<file path="config.mk">
export PLATFORM = sky130hd
export DESIGN_NAME = instr_fetch_flat
export DESIGN_NICKNAME = d
export VERILOG_FILES = /design/src/rtl/instr_fetch_if.sv /design/src/rtl/instr_fetch.sv /design/src/flat_wrapper.sv
export SDC_FILE = /design/constraint.sdc
export NUM_CORES = 1
export LEC_CHECK = 0
export CELL_PAD_IN_SITES_DETAIL_PLACEMENT = 1
export CELL_PAD_IN_SITES_GLOBAL_PLACEMENT = 1
export CORE_MARGIN = 2
export CORE_UTILIZATION = 25
export DETAILED_ROUTE_END_ITERATION = 8
export GPL_TIMING_DRIVEN = 0
export PLACE_DENSITY = 0.62
export SLEW_MARGIN = 20
export SYNTH_ARGS = -nofsm -noshare
export SYNTH_HDL_FRONTEND = slang
export SYNTH_SLANG_ARGS = --single-unit
</file>
<file path="constraint.sdc">
create_clock -name clk -period 4.5 [get_ports clk]
set_input_delay 0.675 -clock clk [delete_from_list [all_inputs] [get_ports clk]]
set_output_delay 0.675 -clock clk [all_outputs]
set_load 0.02 [all_outputs]
</file>
<file path="src/rtl/instr_fetch_if.sv">
// instr_fetch bus: PC in, memory request/response, flush, decode out.
// slave = fetch unit view, master = surrounding pipeline/memory view.
interface instr_fetch_if;
  logic [31:0] pc_in;
  logic        pc_valid;
  logic        pc_ready;
  logic        mem_req_valid;
  logic [31:0] mem_req_addr;
  logic        mem_req_ready;
  logic        mem_resp_valid;
  logic [31:0] mem_resp_data;
  logic        flush;
  logic        instr_valid;
  logic [31:0] instr_data;
  logic [31:0] instr_pc;
  logic        instr_misalign;
  logic        instr_ready;

  modport slave (
    input  pc_in, pc_valid, mem_req_ready,
    input  mem_resp_valid, mem_resp_data,
    input  flush, instr_ready,
    output pc_ready, mem_req_valid, mem_req_addr,
    output instr_valid, instr_data, instr_pc,
    output instr_misalign
  );

  modport master (
    output pc_in, pc_valid, mem_req_ready,
    output mem_resp_valid, mem_resp_data,
    output flush, instr_ready,
    input  pc_ready, mem_req_valid, mem_req_addr,
    input  instr_valid, instr_data, instr_pc,
    input  instr_misalign
  );
endinterface

</file>
<file path="src/rtl/instr_fetch.sv">
// Fetch unit: one outstanding imem read, results queued for decode.
// Ports: clk, reset (sync, active-high), bus (instr_fetch_if.slave).
module instr_fetch #(
  parameter int DEPTH = 2
) (
  input  logic          clk,
  input  logic          reset,
  instr_fetch_if.slave  bus
);

  localparam int AW = $clog2(DEPTH);
  localparam logic [AW:0]   L_FULL = (AW+1)'(DEPTH);
  localparam logic [AW:0]   L_CONE = (AW+1)'(1);
  localparam logic [AW-1:0] L_PONE = (AW)'(1);

  typedef enum logic [1:0] {
    S_IDLE,
    S_REQ,
    S_WAIT,
    S_DRAIN
  } state_t;

  state_t      r_state;
  state_t      w_next;
  logic [31:0] r_pc;
  logic        r_discard;

  logic [31:0] r_fd [DEPTH];
  logic [31:0] r_fp [DEPTH];
  logic        r_fm [DEPTH];
  logic [AW-1:0] r_head;
  logic [AW-1:0] r_tail;
  logic [AW:0]   r_count;
  logic [AW:0]   w_cnt_nxt;
  logic          r_valid;

  logic        w_pc_ready;
  logic        w_req_valid;
  logic [31:0] w_req_addr;
  logic        w_accept;
  logic        w_req_fire;
  logic        w_push;
  logic        w_pop;

  always_ff @(posedge clk) begin
    if (reset) r_state <= S_IDLE;
    else       r_state <= w_next;
  end

  always_comb begin
    w_next = r_state;
    unique case (r_state)
      S_IDLE:  if (w_accept) w_next = S_REQ;
      S_REQ:
        if (bus.mem_req_ready)
          w_next = (bus.flush || r_discard) ? S_DRAIN : S_WAIT;
      // A response coinciding with flush is simply dropped.
      S_WAIT:
        if (bus.mem_resp_valid) w_next = S_IDLE;
        else if (bus.flush)     w_next = S_DRAIN;
      S_DRAIN: if (bus.mem_resp_valid) w_next = S_IDLE;
      default: w_next = S_IDLE;
    endcase
  end

  // Slot is reserved at accept time, so a push never sees a full FIFO.
  always_comb begin
    w_pc_ready  = 1'b0;
    w_req_valid = 1'b0;
    w_req_addr  = '0;
    unique case (r_state)
      S_IDLE:
        w_pc_ready = !reset && !bus.flush
                  && (r_count < L_FULL);
      S_REQ: begin
        w_req_valid = 1'b1;
        w_req_addr  = {r_pc[31:2], 2'b00};
      end
      default: ;
    endcase
  end

  assign w_accept   = w_pc_ready && bus.pc_valid;
  assign w_req_fire = w_req_valid && bus.mem_req_ready;
  assign w_push     = (r_state == S_WAIT) && bus.mem_resp_valid
                   && !bus.flush;
  assign w_pop      = bus.instr_ready && r_valid && !bus.flush;

  always_ff @(posedge clk) begin
    if (reset) begin
      r_pc      <= '0;
      r_discard <= 1'b0;
    end else begin
      if (w_accept) r_pc <= bus.pc_in;
      // Remembers a flush that hit while the request was still pending.
      if (w_req_fire)
        r_discard <= 1'b0;
      else if ((r_state == S_REQ) && bus.flush)
        r_discard <= 1'b1;
    end
  end

  always_comb begin
    w_cnt_nxt = r_count;
    if (bus.flush)
      w_cnt_nxt = '0;
    else if (w_push && !w_pop)
      w_cnt_nxt = r_count + L_CONE;
    else if (w_pop && !w_push)
      w_cnt_nxt = r_count - L_CONE;
  end

  always_ff @(posedge clk) begin
    if (reset) begin
      r_head  <= '0;
      r_tail  <= '0;
      r_count <= '0;
      r_valid <= 1'b0;
    end else begin
      r_count <= w_cnt_nxt;
      r_valid <= (w_cnt_nxt != '0);
      if (bus.flush) begin
        r_head <= '0;
        r_tail <= '0;
      end else begin
        if (w_push) r_tail <= r_tail + L_PONE;
        if (w_pop)  r_head <= r_head + L_PONE;
      end
    end
  end

  always_ff @(posedge clk) begin
    if (w_push) begin
      r_fd[r_tail] <= bus.mem_resp_data;
      r_fp[r_tail] <= r_pc;
      r_fm[r_tail] <= (r_pc[1:0] != 2'b00);
    end
  end

  assign bus.pc_ready       = w_pc_ready;
  assign bus.mem_req_valid  = w_req_valid;
  assign bus.mem_req_addr   = w_req_addr;
  assign bus.instr_valid    = r_valid;
  assign bus.instr_data     = r_valid ? r_fd[r_head] : '0;
  assign bus.instr_pc       = r_valid ? r_fp[r_head] : '0;
  assign bus.instr_misalign = r_valid && r_fm[r_head];

endmodule

</file>
<file path="src/flat_wrapper.sv">
// flat-port wrapper written by rule: the top's interface ports become plain ports
module instr_fetch_flat 
#(
  parameter int DEPTH = 2
)
  (clk, reset, bus_pc_in, bus_pc_valid, bus_mem_req_ready, bus_mem_resp_valid, bus_mem_resp_data, bus_flush, bus_instr_ready, bus_pc_ready, bus_mem_req_valid, bus_mem_req_addr, bus_instr_valid, bus_instr_data, bus_instr_pc, bus_instr_misalign);
  instr_fetch_if bus_i ();
  input  logic clk;
  input  logic reset;
  input wire logic [$bits(bus_i.pc_in)-1:0] bus_pc_in;
  input wire logic [$bits(bus_i.pc_valid)-1:0] bus_pc_valid;
  input wire logic [$bits(bus_i.mem_req_ready)-1:0] bus_mem_req_ready;
  input wire logic [$bits(bus_i.mem_resp_valid)-1:0] bus_mem_resp_valid;
  input wire logic [$bits(bus_i.mem_resp_data)-1:0] bus_mem_resp_data;
  input wire logic [$bits(bus_i.flush)-1:0] bus_flush;
  input wire logic [$bits(bus_i.instr_ready)-1:0] bus_instr_ready;
  output wire logic [$bits(bus_i.pc_ready)-1:0] bus_pc_ready;
  output wire logic [$bits(bus_i.mem_req_valid)-1:0] bus_mem_req_valid;
  output wire logic [$bits(bus_i.mem_req_addr)-1:0] bus_mem_req_addr;
  output wire logic [$bits(bus_i.instr_valid)-1:0] bus_instr_valid;
  output wire logic [$bits(bus_i.instr_data)-1:0] bus_instr_data;
  output wire logic [$bits(bus_i.instr_pc)-1:0] bus_instr_pc;
  output wire logic [$bits(bus_i.instr_misalign)-1:0] bus_instr_misalign;
  assign bus_i.pc_in = bus_pc_in;
  assign bus_i.pc_valid = bus_pc_valid;
  assign bus_i.mem_req_ready = bus_mem_req_ready;
  assign bus_i.mem_resp_valid = bus_mem_resp_valid;
  assign bus_i.mem_resp_data = bus_mem_resp_data;
  assign bus_i.flush = bus_flush;
  assign bus_i.instr_ready = bus_instr_ready;
  assign bus_pc_ready = bus_i.pc_ready;
  assign bus_mem_req_valid = bus_i.mem_req_valid;
  assign bus_mem_req_addr = bus_i.mem_req_addr;
  assign bus_instr_valid = bus_i.instr_valid;
  assign bus_instr_data = bus_i.instr_data;
  assign bus_instr_pc = bus_i.instr_pc;
  assign bus_instr_misalign = bus_i.instr_misalign;
  instr_fetch #(.DEPTH(DEPTH)) u_core (.clk(clk), .reset(reset), .bus(bus_i));
endmodule
</file>
==> metrics, run 1 <==
routed via count=4465; Layout Nets=769; WL final=17700 um; DRT antenna net count=0; Total Power=between 3 and 4 mW; vias in the first global route=between 4000 and 5000; H-tree depth=4; RR Endpoint=u_core.r_fd[0][5]; Ant. Diodes=0; Crit Path Category=reg -> out; ranking of synthesized cells by area=edfxtp_1 57%, dfxtp_1 12%, mux2i_1 9.4%; post-synthesis cell count=506; core footprint=27000 um^2; Worst Tran Pin Value=around 730 ps; wire length per cell=about 17 um; Switching Share=a little under a quarter; Worst EP arrival=2660 ps; GRT met1 Usage=14.9%; Leakage=roughly 3.1 nW; R2R setup slack=about 2400 ps; final cycle utilization of the critical path=around 74%; final hold vios=0; DR vias/cell=4.24; largest buffer count on any clock path=2; PortBufs=between 150 and 200; Num CTS Buffers=17; Util after Layout=a little over a third; Num Clock Sinks=171; hold buffers post-CTS=0; post-CTS setup buffers=0; maxcap violations=0; Comb power frac=under 10%; Most Used Layer, Global Route=met2; boundary pin count=between 150 and 200; RR Startpoint=u_core.r_state[1]; most frequent cells after synthesis=130 x edfxtp_1, 68 x nor2b_1, 67 x nand2_1, 65 x mux2i_1, 41 x dfxtp_1; final instance area=between 9000 and 10000 um^2; hold path start=u_core.r_pc[29]; top-area cell type share of the netlist area=a little under three fifths; initial antenna violation count=0; Setup-failing EPs final=0; die width=around 170 um; Max Fanout on Critical Path=10; clock latency on the worst-skew pair=420 ps; pre-CTS setup slack=approximately 1500 ps; R2R cell count=5; first-pass GRT wire length=between 20000 and 30000 um; post-synth design cell area=6890 um^2; Clock Power Share=41.6%; CP Capture Type=primary output; final hold slack=465 ps; hold depth=0; Final Instance Count excl. Fillers=approximately 1100; register area share after synthesis=between 60% and 70%; sequential power share=51.8%; layout cell share with drive strength beyond 1=a little under a tenth; Fill cells=2868; cts repair resizes=0; Seq cells post-synth=171; DP Wirelength=~12000 um; PnR worst setup slack=~1200 ps; Initial DRC Count=159; area leader, netlist=edfxtp_1; drt first pass iters=4; top-count cell post-synth=edfxtp_1; fmax=roughly 0.3 GHz; Reg clk slew, reported paths=about 70 ps; die area=about 29000 um^2; grt total ovfl=0; GRT Overall Usage=12.5%; VDD IR-drop max=0.000171 V; Starting Density=25.5%; syn avg cell area=13.6 um^2; Worst Path Required=roughly 3800 ps; Warnings, synthesis=0; status=finished clean; top_reg_cell synth=edfxtp_1; asr flop ratio synth=0%; Post-synth EDFFs=between 100 and 150; RSZ-0062 raised after global routing=false; row cnt=60; DRC violations left=0; Startpoint Class=flip-flop; sink of the worst hold path=u_core.r_fp[0][29]; Tmin final=3330 ps; CTS tree=yes; net switching component of the power=roughly 0.76 mW; Power Density=between 300 and 400 nW/um^2; largest net degree at the start of global routing=40; max-slew violations=0; root buf cell=clkbuf_16; Slew HR=between 50 and 60%; met3 GRT Util=under 10%; die height=about 170 um; met2 usage=between 20% and 30%; Internal=~2.6 mW; area delta synth->final=40.3%; Setup TNS=0 ps; Min-Delay Path Class=reg -> reg; skew final=~11 ps; Distinct cells, synth=32; Placed Instance Area=approximately 9100 um^2; DP Cell Count=1020; GPL Wtd Cong=between 0.6 and 0.7
## power by group through the flow
| stage | clock network, mW | registers [mW] | logic, mW |
|---|---|---|---|
| 2_1_floorplan | 0 | 1.76 | 0.0942 |
| 3_3_place_gp | 0 | 1.77 | 0.217 |
| 3_5_place_dp | 0 | 1.77 | 0.225 |
| 4_1_cts | 1.44 | 1.73 | 0.227 |
| 5_1_grt | 1.51 | 1.74 | 0.241 |
| 6_report | 1.39 | 1.73 | 0.220 |
## flip-flops by register name, summed over array words and instances, names as in the netlist, named ones only
name                    count
u_core.r_discard            1
u_core.r_fd                64
u_core.r_fp                64
u_core.r_state              2
u_core.r_head               1
u_core.r_fm                 2
u_core.r_count              2
u_core.bus.instr_valid      1
u_core.r_tail               1
u_core.r_pc                32
## routing by layer
layer | vias to the layer above | part of all wire [%]
li1 | 2146 | -
met2 | 128 | 49
met4 | 0 | 1.4
met3 | 17 | 5.7
met5 | - | 0
met1 | 2174 | 44
## cell families after synthesis
logic type / after synthesis / share of synthesized area [%]
and+or+nand+nor: 190 / 14.7
xor gates and xnor gates: 4 / 0.509
buffers and inverters: 33 / 2.65
muxes: 65 / 9.45
other: 1 / 0.0544
DFF: 171 / 68.6
AOI/OAI and AO/OA: 42 / 4.01
## critical path, stage by stage (launching register included)
cell and delay, ps:
dfxtp_1 440, nor2b_1 460, clkbuf_1 480, and2_1 210, clkdlybuf4s50_1 640
## how the worst max path moves through the flow
stage                                      start                   end  cells past startpoint
after global routing      u_core.bus.instr_valid      bus_instr_pc[15]                      4
after floorplan               bus_mem_resp_valid     u_core.r_fd[0][0]                      3
final                          u_core.r_state[0]  bus_mem_req_addr[28]                      4
after detailed placement  u_core.bus.instr_valid      bus_instr_pc[15]                      4
after CTS                 u_core.bus.instr_valid      bus_instr_pc[15]                      4
after global placement                 bus_flush    u_core.r_fd[0][27]                      4
## final cells by class
| type | count | area [um^2] | share of cell area (%) |
|---|---|---|---|
| Sequential cell | 171 | 4720 | 48.9 |
| Multi-Input combinational cell | 303 | 1990 | 20.6 |
| Timing Repair Buffer | 172 | 1780 | 18.5 |
| Tap cell | 341 | 427 | 4.42 |
| Clock buffer | 17 | 425 | 4.40 |
| Buffer | 32 | 179 | 1.85 |
| Clock inverter | 15 | 124 | 1.28 |
| Inverter | 1 | 3.75 | 0.0389 |
## cell usage in the layout (no fill, tap or decap), types with 2 or more instances in the layout
| cell type | n |
|---|---|
| clkinv_1 | 3 |
| dfxtp_1 | 41 |
| a21oi_1 | 22 |
| mux2i_1 | 65 |
| buf_2 | 8 |
| or2_2 | 2 |
| buf_16 | 3 |
| edfxtp_1 | 130 |
| nor3_1 | 2 |
| nor2_1 | 8 |
| nor2b_1 | 67 |
| nor3b_1 | 2 |
| clkinv_2 | 3 |
| clkbuf_16 | 17 |
| conb_1 | 2 |
| o21ai_0 | 2 |
| clkinvlp_4 | 4 |
| nand2b_1 | 2 |
| and3_1 | 2 |
| inv_6 | 2 |
| buf_4 | 2 |
| a21oi_2 | 15 |
| xnor2_1 | 3 |
| clkbuf_1 | 18 |
| and2_1 | 31 |
| buf_8 | 3 |
| nand2_1 | 67 |
| clkdlybuf4s50_1 | 168 |
Note: power is estimated with default switching activity, not from simulation.
==> run 2: changes to the inputs <==
clock period = 3 ns   (was 4.5 ns; I/O delays follow)
==> run 2 against run 1 <==
  * Utilization rose by 0.27 points
  * Clock power rose by 67%
  * Sequential share of layout area fell by 0.37 points
  * Register-to-register slack got worse by 1500 ps
  * Count of clock-buffer cells in the layout did not move
==> metrics, run 2 (same netlist as run 1, synthesis figures left out) <==
CTS tree=yes; Num CTS Buffers=17; Tmin final=between 2000 and 3000 ps; PnR worst setup slack=173 ps; Num Clock Sinks=about 170; clock latency on the worst-skew pair=~430 ps; VDD IR-drop max=around 0.00032 V; Startpoint Class=flip-flop; Slew HR=a little over half; wire length per cell=16.5 um; Layout Nets=approximately 770; Crit path largest cell delay=between 600 and 700 ps; Min-Delay Path Class=reg -> reg; root buf cell=clkbuf_16; Initial DRC Count=between 150 and 200; status=finished clean; DP Wirelength=~12000 um; final hold slack=about 470 ps; hold path start=u_core.r_pc[3]; GRT Overall Usage=roughly an eighth; Critical Path Slowest Stage Cell=clkdlybuf4s50_1; final instance area=between 9000 and 10000 um^2; GPL Wtd Cong=0.707; WL final=~17000 um; Placed Instance Area=9100 um^2; FF+latch area=~4700 um^2; Total Power=between 5 and 6 mW; Starting Density=25.5%; Reg clk slew, reported paths=about 70 ps; Crit Path Category=reg -> out; pre-CTS setup slack=158 ps; vias in the first global route=approximately 4700; die area=slightly below 30000 um^2; DRT antenna net count=0; maxcap violations=0; RSZ-0062 raised after global routing=false; row cnt=60; Leakage=about 3.1 nW; PortBufs=168; routed via count=between 4000 and 5000; fmax=~0.35 GHz; die height=between 150 and 200 um; area delta synth->final=41.3%; most frequent cells in the layout=168 x clkdlybuf4s50_1, 130 x edfxtp_1, 67 x nand2_1; skew final=13.3 ps; largest buffer count on any clock path=2; final cycle utilization of the critical path=a little over nine tenths; biggest regs=u_core.r_fd (64), u_core.r_fp (64), u_core.r_pc (32); Worst Path Required=~2600 ps; core footprint=about 27000 um^2; Setup TNS=0 ps; final hold vios=0; leading cell type in the layout, fill and taps excluded=clkdlybuf4s50_1; grt total ovfl=0; layout cell share with drive strength beyond 1=between 10 and 15%; first-pass GRT wire length=~27000 um; DRC violations left=0; Setup-failing EPs final=0; Worst Tran Pin Value=about 720 ps; area occupied by multi-input gates=around 2000 um^2; drt first pass iters=4; Power Density=around 540 nW/um^2; hold buffers post-CTS=0; Worst EP arrival=~2400 ps; largest net degree at the start of global routing=35; Worst Setup SP=u_core.bus.instr_valid; RR Startpoint=u_core.r_state[1]; H-tree depth=4; max-slew violations=0; DR vias/cell=4.14; crit-path cells=clkbuf_2 > clkbuf_2 > nor2b_1 > clkdlybuf4s50_1; die width=between 150 and 200 um; most frequent CP cell=clkbuf_2; CP Capture Type=primary output; initial antenna violation count=0; boundary pin count=171; Fill cells=roughly 2900; post-CTS setup buffers=0; Max Fanout on Critical Path=10
## run 2: path summary, 6_finish.rpt
path	endpoint	slack [ps]	cells after the start
worst max-delay path	bus_instr_pc[10]	170	4
worst min-delay path	u_core.r_fp[1][3]	470	0
worst max register to register	u_core.r_fd[0][20]	920	5
worst min register to register	u_core.r_fp[1][3]	470	0
## run 2: through the flow
stage / util [%] / instances
floorplan: - / 507
global placement: 33.3 / 1016
detailed placement: 33.7 / 1020
CTS: 36.0 / 1052
global route: 36.0 / 1052
finish: 36.0 / 1053
## run 2: layout make-up
class	count	area share [%]
plain buffers	32	1.98
flip-flops and latches	171	48.5
clock buffers	17	4.37
inverters	1	0.0386
multi-input cells	303	20.5
repair buffers	172	18.2
clock inverters	15	1.91
diodes	1	0.0257
well taps	341	4.38
## run 2: power by group
group	total (mW)	switching (mW)	internal, mW
Combinational	0.330	0.163	0.167
Clock	2.32	0.988	1.33
Sequential	2.60	0.0257	2.57
## run 2: worst max-delay path: cells and delay by family (launching register included)
| family | cells | cell delay (ps) |
|---|---|---|
| flip-flops | 1 | 410 |
| AND/OR/NAND/NOR | 1 | 230 |
| buffers and inverters | 3 | 1310 |
## run 2: per-layer routing
layer / track usage, % / vias to the layer above / wire [um]
met5: 0 / - / 0
li1: - / 2148 / -
met1: 15.4 / 2089 / 7980
met2: 20.6 / 117 / 8180
met4: 3.46 / 0 / 177
met3: 4.14 / 10 / 1030
## run 2: repair_timing
action	in CTS	in global routing
pin swaps	0	0
gates resized for setup	7	4
setup endpoints to repair	80	15
hold endpoints to repair	0	0
==> run 3: changes to the inputs <==
HOLD_SLACK_MARGIN = 0.05   (was default)
==> results of run 3 <==
Same layout as run 2: the final DEF is identical, and so are final timing and power.
